$ cat src/rtl/pc_unit.sv
// Program counter with jump, relative branch, call/return stack and stall.
// One action per cycle; all outputs come from registered state.
module pc_unit #(
    parameter int PC_W = 8,
    parameter int OFF_W = 6,
    parameter int RAS_DEPTH = 4,
    parameter logic [PC_W-1:0] RESET_VEC = '0
) (
    input  logic             clk,
    input  logic             reset,
    input  logic             stall,
    input  logic             inc,
    input  logic             jump,
    input  logic             branch,
    input  logic             call,
    input  logic             ret,
    input  logic [PC_W-1:0]  target,
    input  logic [OFF_W-1:0] branch_off,
    output logic [PC_W-1:0]  pc,
    output logic             ras_empty,
    output logic             ras_full,
    output logic             ras_err
);

    localparam int CNT_W = $clog2(RAS_DEPTH + 1);
    localparam int IDX_W = (RAS_DEPTH > 1) ? $clog2(RAS_DEPTH) : 1;

    logic [PC_W-1:0]  stack [RAS_DEPTH];
    logic [CNT_W-1:0] count;
    logic [CNT_W-1:0] count_nxt;
    logic [PC_W-1:0]  pc_nxt;
    logic             err_nxt;
    logic             push;
    logic [PC_W-1:0]  pc_inc;
    logic [PC_W-1:0]  pc_br;
    logic [PC_W-1:0]  off_ext;
    logic [IDX_W-1:0] push_idx;
    logic [IDX_W-1:0] pop_idx;

    assign pc_inc   = pc + PC_W'(1);
    assign off_ext  = {{(PC_W-OFF_W){branch_off[OFF_W-1]}}, branch_off};
    assign pc_br    = pc + off_ext;
    assign push_idx = IDX_W'(count);
    assign pop_idx  = IDX_W'(count - CNT_W'(1));

    assign ras_empty = (count == '0);
    assign ras_full  = (count == CNT_W'(RAS_DEPTH));

    always_comb begin
        pc_nxt    = pc;
        count_nxt = count;
        err_nxt   = ras_err;
        push      = 1'b0;
        if (stall) begin
            pc_nxt = pc;
        end else if (ret) begin
            if (ras_empty) begin
                err_nxt = 1'b1;
            end else begin
                pc_nxt    = stack[pop_idx];
                count_nxt = count - CNT_W'(1);
            end
        end else if (call) begin
            pc_nxt = target;
            if (ras_full) begin
                err_nxt = 1'b1;
            end else begin
                push      = 1'b1;
                count_nxt = count + CNT_W'(1);
            end
        end else if (jump) begin
            pc_nxt = target;
        end else if (branch) begin
            pc_nxt = pc_br;
        end else if (inc) begin
            pc_nxt = pc_inc;
        end
    end

    always_ff @(posedge clk) begin
        if (reset) begin
            pc      <= RESET_VEC;
            count   <= '0;
            ras_err <= 1'b0;
        end else begin
            pc      <= pc_nxt;
            count   <= count_nxt;
            ras_err <= err_nxt;
        end
    end

    // Entries need no reset; count alone defines which are valid.
    always_ff @(posedge clk) begin
        if (!reset && push) begin
            stack[push_idx] <= pc_inc;
        end
    end

endmodule

$ cat config.mk
export PLATFORM = sky130hd
export DESIGN_NAME = pc_unit
export DESIGN_NICKNAME = d
export VERILOG_FILES = /design/src/rtl/pc_unit.sv
export SDC_FILE = /design/constraint.sdc
export NUM_CORES = 1
export LEC_CHECK = 0
export CAP_MARGIN = 20
export CORE_ASPECT_RATIO = 0.6
export CORE_MARGIN = 4
export CORE_UTILIZATION = 35
export CTS_CLUSTER_SIZE = 8
export DETAILED_ROUTE_END_ITERATION = 10
export PLACE_DENSITY = 0.65
export SYNTH_ARGS = -nofsm -noshare
export SYNTH_HDL_FRONTEND = slang
export SYNTH_SLANG_ARGS = --single-unit
$ cat constraint.sdc
create_clock -name clk -period 2.8 [get_ports clk]
set_input_delay 0.42 -clock clk [delete_from_list [all_inputs] [get_ports clk]]
set_output_delay 0.42 -clock clk [all_outputs]
set_load 0.03 [all_outputs]
# After elaboration in Yosys (flattened, before gate mapping)
# Memory sizes are Yosys's and may differ from the RTL's.
# Cells that the tools add are included.
# op_classes
reduce_logical	9
n_bitwise	1
n_mux	20
add_sub_neg	4
n_eq_ne	4
# ops
cell	count
$mux W8	6
$mux W3	4
$mux W1	10
$add A8 B1 Y8 const B	1
$add A8 B8 Y8	1
$reduce_and A4 Y1	2
$reduce_bool A5 Y1	1
$ne A2 B2 Y1 const B	2
$reduce_bool A2 Y1	2
$add A3 B1 Y3 const B	1
$eq A3 B3 Y1 const B	1
$logic_not A3 Y1	1
$reduce_and A3 Y1	1
$sub A3 B1 Y3 const B	1
$ne A2 B1 Y1 const B	1
$logic_and A1 B1 Y1	1
$logic_not A1 Y1	1
$not A1 Y1	1
# word_totals
inputBits	22
mem_count	1
ff_bits	12
out_inout_bits	11
mem_bits_rw	32
wordCells	42
# mem_list
memory	words	word_bits	rd	rd_clocked_by_memory_dff	wr	line	text
stack	4	8	1	0	1	28	logic [PC_W-1:0] stack [RAS_DEPTH];

# Longest topological paths before layout
# depth
depth_word	8
ltp_mapped	9
ltp_nobuf	9

# Least setup slack after synthesis
# Ideal clock, no wire load.
# synth_timing
kind	reg2reg
start	reg count[0]
end	mem stack[0][0] (enable)
required_ns	2.468
setup_ns	0.332
period_less_slack_ns	2.230
t_arrival_ns	1.899
stages_incl_launch_ff	7
path_slack_ns	0.570
n_path_buf	1
path_cell_list	dfxtp_1 buf_2 inv_1 ha_1 and2_1 nor4_1 and2_1
# synth_via
elab_chain_len	8
# synth_lines
element	line	text
from (decl)	29	logic [CNT_W-1:0] count;
from (signal assigned)	87	count <= count_nxt;
$eq A3 B3 Y1	47	assign ras_full = (count == CNT_W'(RAS_DEPTH));
named net ras_full	21	output logic ras_full,
$mux W1	65	if (ras_full) begin
$mux W1	63	end else if (call) begin
$mux W1	56	end else if (ret) begin
$mux W1	54	if (stall) begin
$logic_and A1 B1 Y1	94	if (!reset && push) begin
$mux W1	94	
$mux W1 (not written as such)	95	stack[push_idx] <= pc_inc;
to (decl)	28	
# The timed path passes the listed nets, and every way through them passes these cells.

# Worst setup path after layout
# layout_timing
start	reg count[0]
end	out ras_empty
# layout_via
elab_chain_len	1
# layout_lines
element	line	text
$logic_not A3 Y1	46	assign ras_empty = (count == '0);
to (decl)	20	output logic ras_empty,
# No other way between the ends.

==> flow_metrics.env <==
export IMPL_grt_pass1_wl_mm=9.473
export IMPL_async_flop_share=0
export IMPL_cts_buffer_depth=2
export IMPL_critical_path_class="reg2out"
export IMPL_combinationalPowerShare=0.251
export IMPL_numCtsBuffers=5
export IMPL_p_int_mw=1.378
export IMPL_synthCells=215
export IMPL_syn_area_per_cell_um2=11.53
export IMPL_grt_max_degree=17
export IMPL_slowest_stage="clkdlybuf4s50_1"
export IMPL_cts_max_level=2
export IMPL_initial_utilization=0.3665
export IMPL_diodes=0
export IMPL_whs_ps=490.5
export IMPL_finalInstanceArea_um2=3084
export IMPL_hold_viol=0
export IMPL_place_inst=335
export IMPL_muxShareOfSynthArea=0.08380
export IMPL_slew_violations=0
export IMPL_fin_crit_ps=2373
export IMPL_clk_pin_slew_worst_paths_ps=60
export IMPL_antenna_found_initial=0
export IMPL_cts_hold_buf=0
export IMPL_final_setup_skew_ps=4.794
export IMPL_synth_compound_area_frac=0.1398
export IMPL_yosys_area_share_adder=0.07370
export IMPL_clock_sinks=44
export IMPL_dp_hpwl_mm=4.507
export IMPL_cts_root_buf="clkbuf_16"
export IMPL_p_leak_nw=1.106
export IMPL_ys_ff_latch=44
export IMPL_synth_xor_area_share=0.05250
export IMPL_seq_area_um2=1201
export IMPL_cp_required_ps=2380
export IMPL_synthToLayoutAreaGrowth_pct=24.43
export IMPL_place_gp_congestion=0.7697
export IMPL_vias_per_cell=5.222
export IMPL_nFillCells=634
export IMPL_grt_use_total=0.1504
export IMPL_tightest_slew_ps=623.0
export IMPL_yosysTopAreaCell="edfxtp_1"
export IMPL_yosysWarnings=0
export IMPL_postCtsResizedCells=0
export IMPL_hold_class="reg2reg"
export IMPL_synthSimpleGateAreaFrac=0.1297
export IMPL_maxSlewHeadroom=0.5815
export IMPL_overflow=0
export IMPL_multi_input_area_um2=1189
export IMPL_seqPwrFrac=0.399
export IMPL_pwr_share_clk=0.350
export IMPL_drtAntennaViolNets=0
export IMPL_vdd_drop_max_mv=0.4811
export IMPL_clock_fmax_mhz=421.4
export IMPL_cts_setup_buffers=0
export IMPL_cp_start_kind="flop"
export IMPL_syn_num_nets=251
export IMPL_drc_errors=0
export IMPL_maxCapViolCount=0
export IMPL_setup_violations_final=0
export IMPL_die_w_um=116.6
export IMPL_die_h_um=73.19
export IMPL_place_area_um2=2913
export IMPL_wire_per_inst_um=17.28
export IMPL_setup_tns_ps=0
export IMPL_clk_latency_ps=290
export IMPL_setup_worst_path_end_class="output port"
export IMPL_status="completed"
export IMPL_num_rows=23
export IMPL_dr_pass1_iters=4
export IMPL_initialDrtViolationCount=109
export IMPL_post_route_period_util=0.8475
export IMPL_drive_above_1_share=0.1289
export IMPL_cpPeakStageDelay_ps=720
export IMPL_p_sw_frac=0.2849
export IMPL_grt_pass1_vias=1744
export IMPL_vias=1791
export IMPL_cts_tree="done"
export IMPL_yosys_cell_count_top_type="edfxtp_1"
export IMPL_port_buffers=32
export IMPL_synth_edf_count=32
export IMPL_power_density_nw_per_um2=624.9
export IMPL_post_synth_num_cell_types=46
export IMPL_synth_area_leaders="edfxtp_1 (39%), dfxtp_1 (9.7%), ha_1 (6.6%)"
export IMPL_critPathMaxFanout=5
export IMPL_p_sw_mw=0.5491
export IMPL_yosysSeqAreaShare=0.4846
export IMPL_synthTopCellsByCount="edfxtp_1 (32), nor2_1 (23), a21oi_1 (15), mux2i_1 (14), ha_1 (13)"
export IMPL_synth_top_family_by_area="compound AO/OA/AOI/OAI gates"
export IMPL_io_pins=33
export IMPL_crit_arrival_ps=1950
export IMPL_finalWirelength_mm=5.926
export IMPL_synth_flop_cell="edfxtp_1"
export IMPL_dieArea_um2=8536
export IMPL_nNetsFinal=291
export IMPL_core_area_um2=6763
export IMPL_rsz0062_at_grt="false"
export IMPL_synthesis_area_um2=2479
export IMPL_stdcell_count=343
export IMPL_path_cells="inv_1 -> ha_1 -> nor2b_1 -> clkdlybuf4s50_1"
export IMPL_r2r_slack_ps=610
export IMPL_synth_top_area_frac=0.3877
-- stage by stage --
step	total power, mW	util	setup WS [ps]
final	1.927	0.4561	427.0
after global routing	2.026	0.4561	298.3
after CTS	1.939	0.4561	416.4
after detailed placement	1.264	0.4307	229.9
after global placement	1.258	0.4307	266.0
after floorplan	1.106	-	569.7
-- placed cells by master (no fill, tap or decap), types with 7 or more instances in the layout --
master           instances
a211oi_1                 7
a21oi_1                 15
buf_4                    8
clkdlybuf4s50_1         32
dfxtp_1                 12
edfxtp_1                32
ha_1                    13
inv_1                    9
mux2i_1                 14
nor2_1                  23
xnor2_1                  9
-- kinds of logic after synthesis --
kind of cell | after synthesis
AO/OA/AOI/OAI | 48
XOR/XNOR | 14
adder cells (fa/ha/maj) | 14
buffers and inverters | 16
flip-flops | 44
multiplexers | 17
AND/OR/NAND/NOR | 62
-- path summary, 6_finish.rpt --
path / startpoint / endpoint / depth (start not counted)
setup / recovery: count[0] / ras_empty / 4
hold / removal: ras_err / ras_err / 2
setup reg to reg: count[0] / stack[0][2] / 5
hold reg to reg: ras_err / ras_err / 2
-- routing by layer --
layer,share of wire,track usage
met1,0.54,0.2368
met2,0.39,0.1971
met3,0.064,0.05220
met4,0.0071,0.02672
met5,0,0
-- power by group through the flow --
stage	Combinational (mW)	Sequential [mW]	Clock, mW
floorplan	0.297	0.809	0
global placement	0.476	0.782	0
detailed placement	0.481	0.783	0
CTS	0.483	0.769	0.687
global route	0.531	0.773	0.722
finish	0.483	0.769	0.675
-- area by class of cell --
| class | count | area share |
|---|---|---|
| Inverter | 9 | 0.01095 |
| Sequential cell | 44 | 0.3895 |
| Clock buffer | 5 | 0.04057 |
| Clock inverter | 3 | 0.01501 |
| Tap cell | 87 | 0.03529 |
| Multi-Input combinational cell | 155 | 0.3854 |
| Timing Repair Buffer | 40 | 0.1233 |
-- registers in the layout, indices dropped and copies added (netlist names) --
name     flops
stack       32
ras_err      1
pc           8
count        3
-- worst max-delay path, delay by kind of cell (launching register included) --
kind	cells	cell delay, ps
and+or+nand+nor	1	260
adders and majority gates	1	220
buffers and inverters	2	870
DFF	1	310
Note: power is estimated with default switching activity, not from simulation.
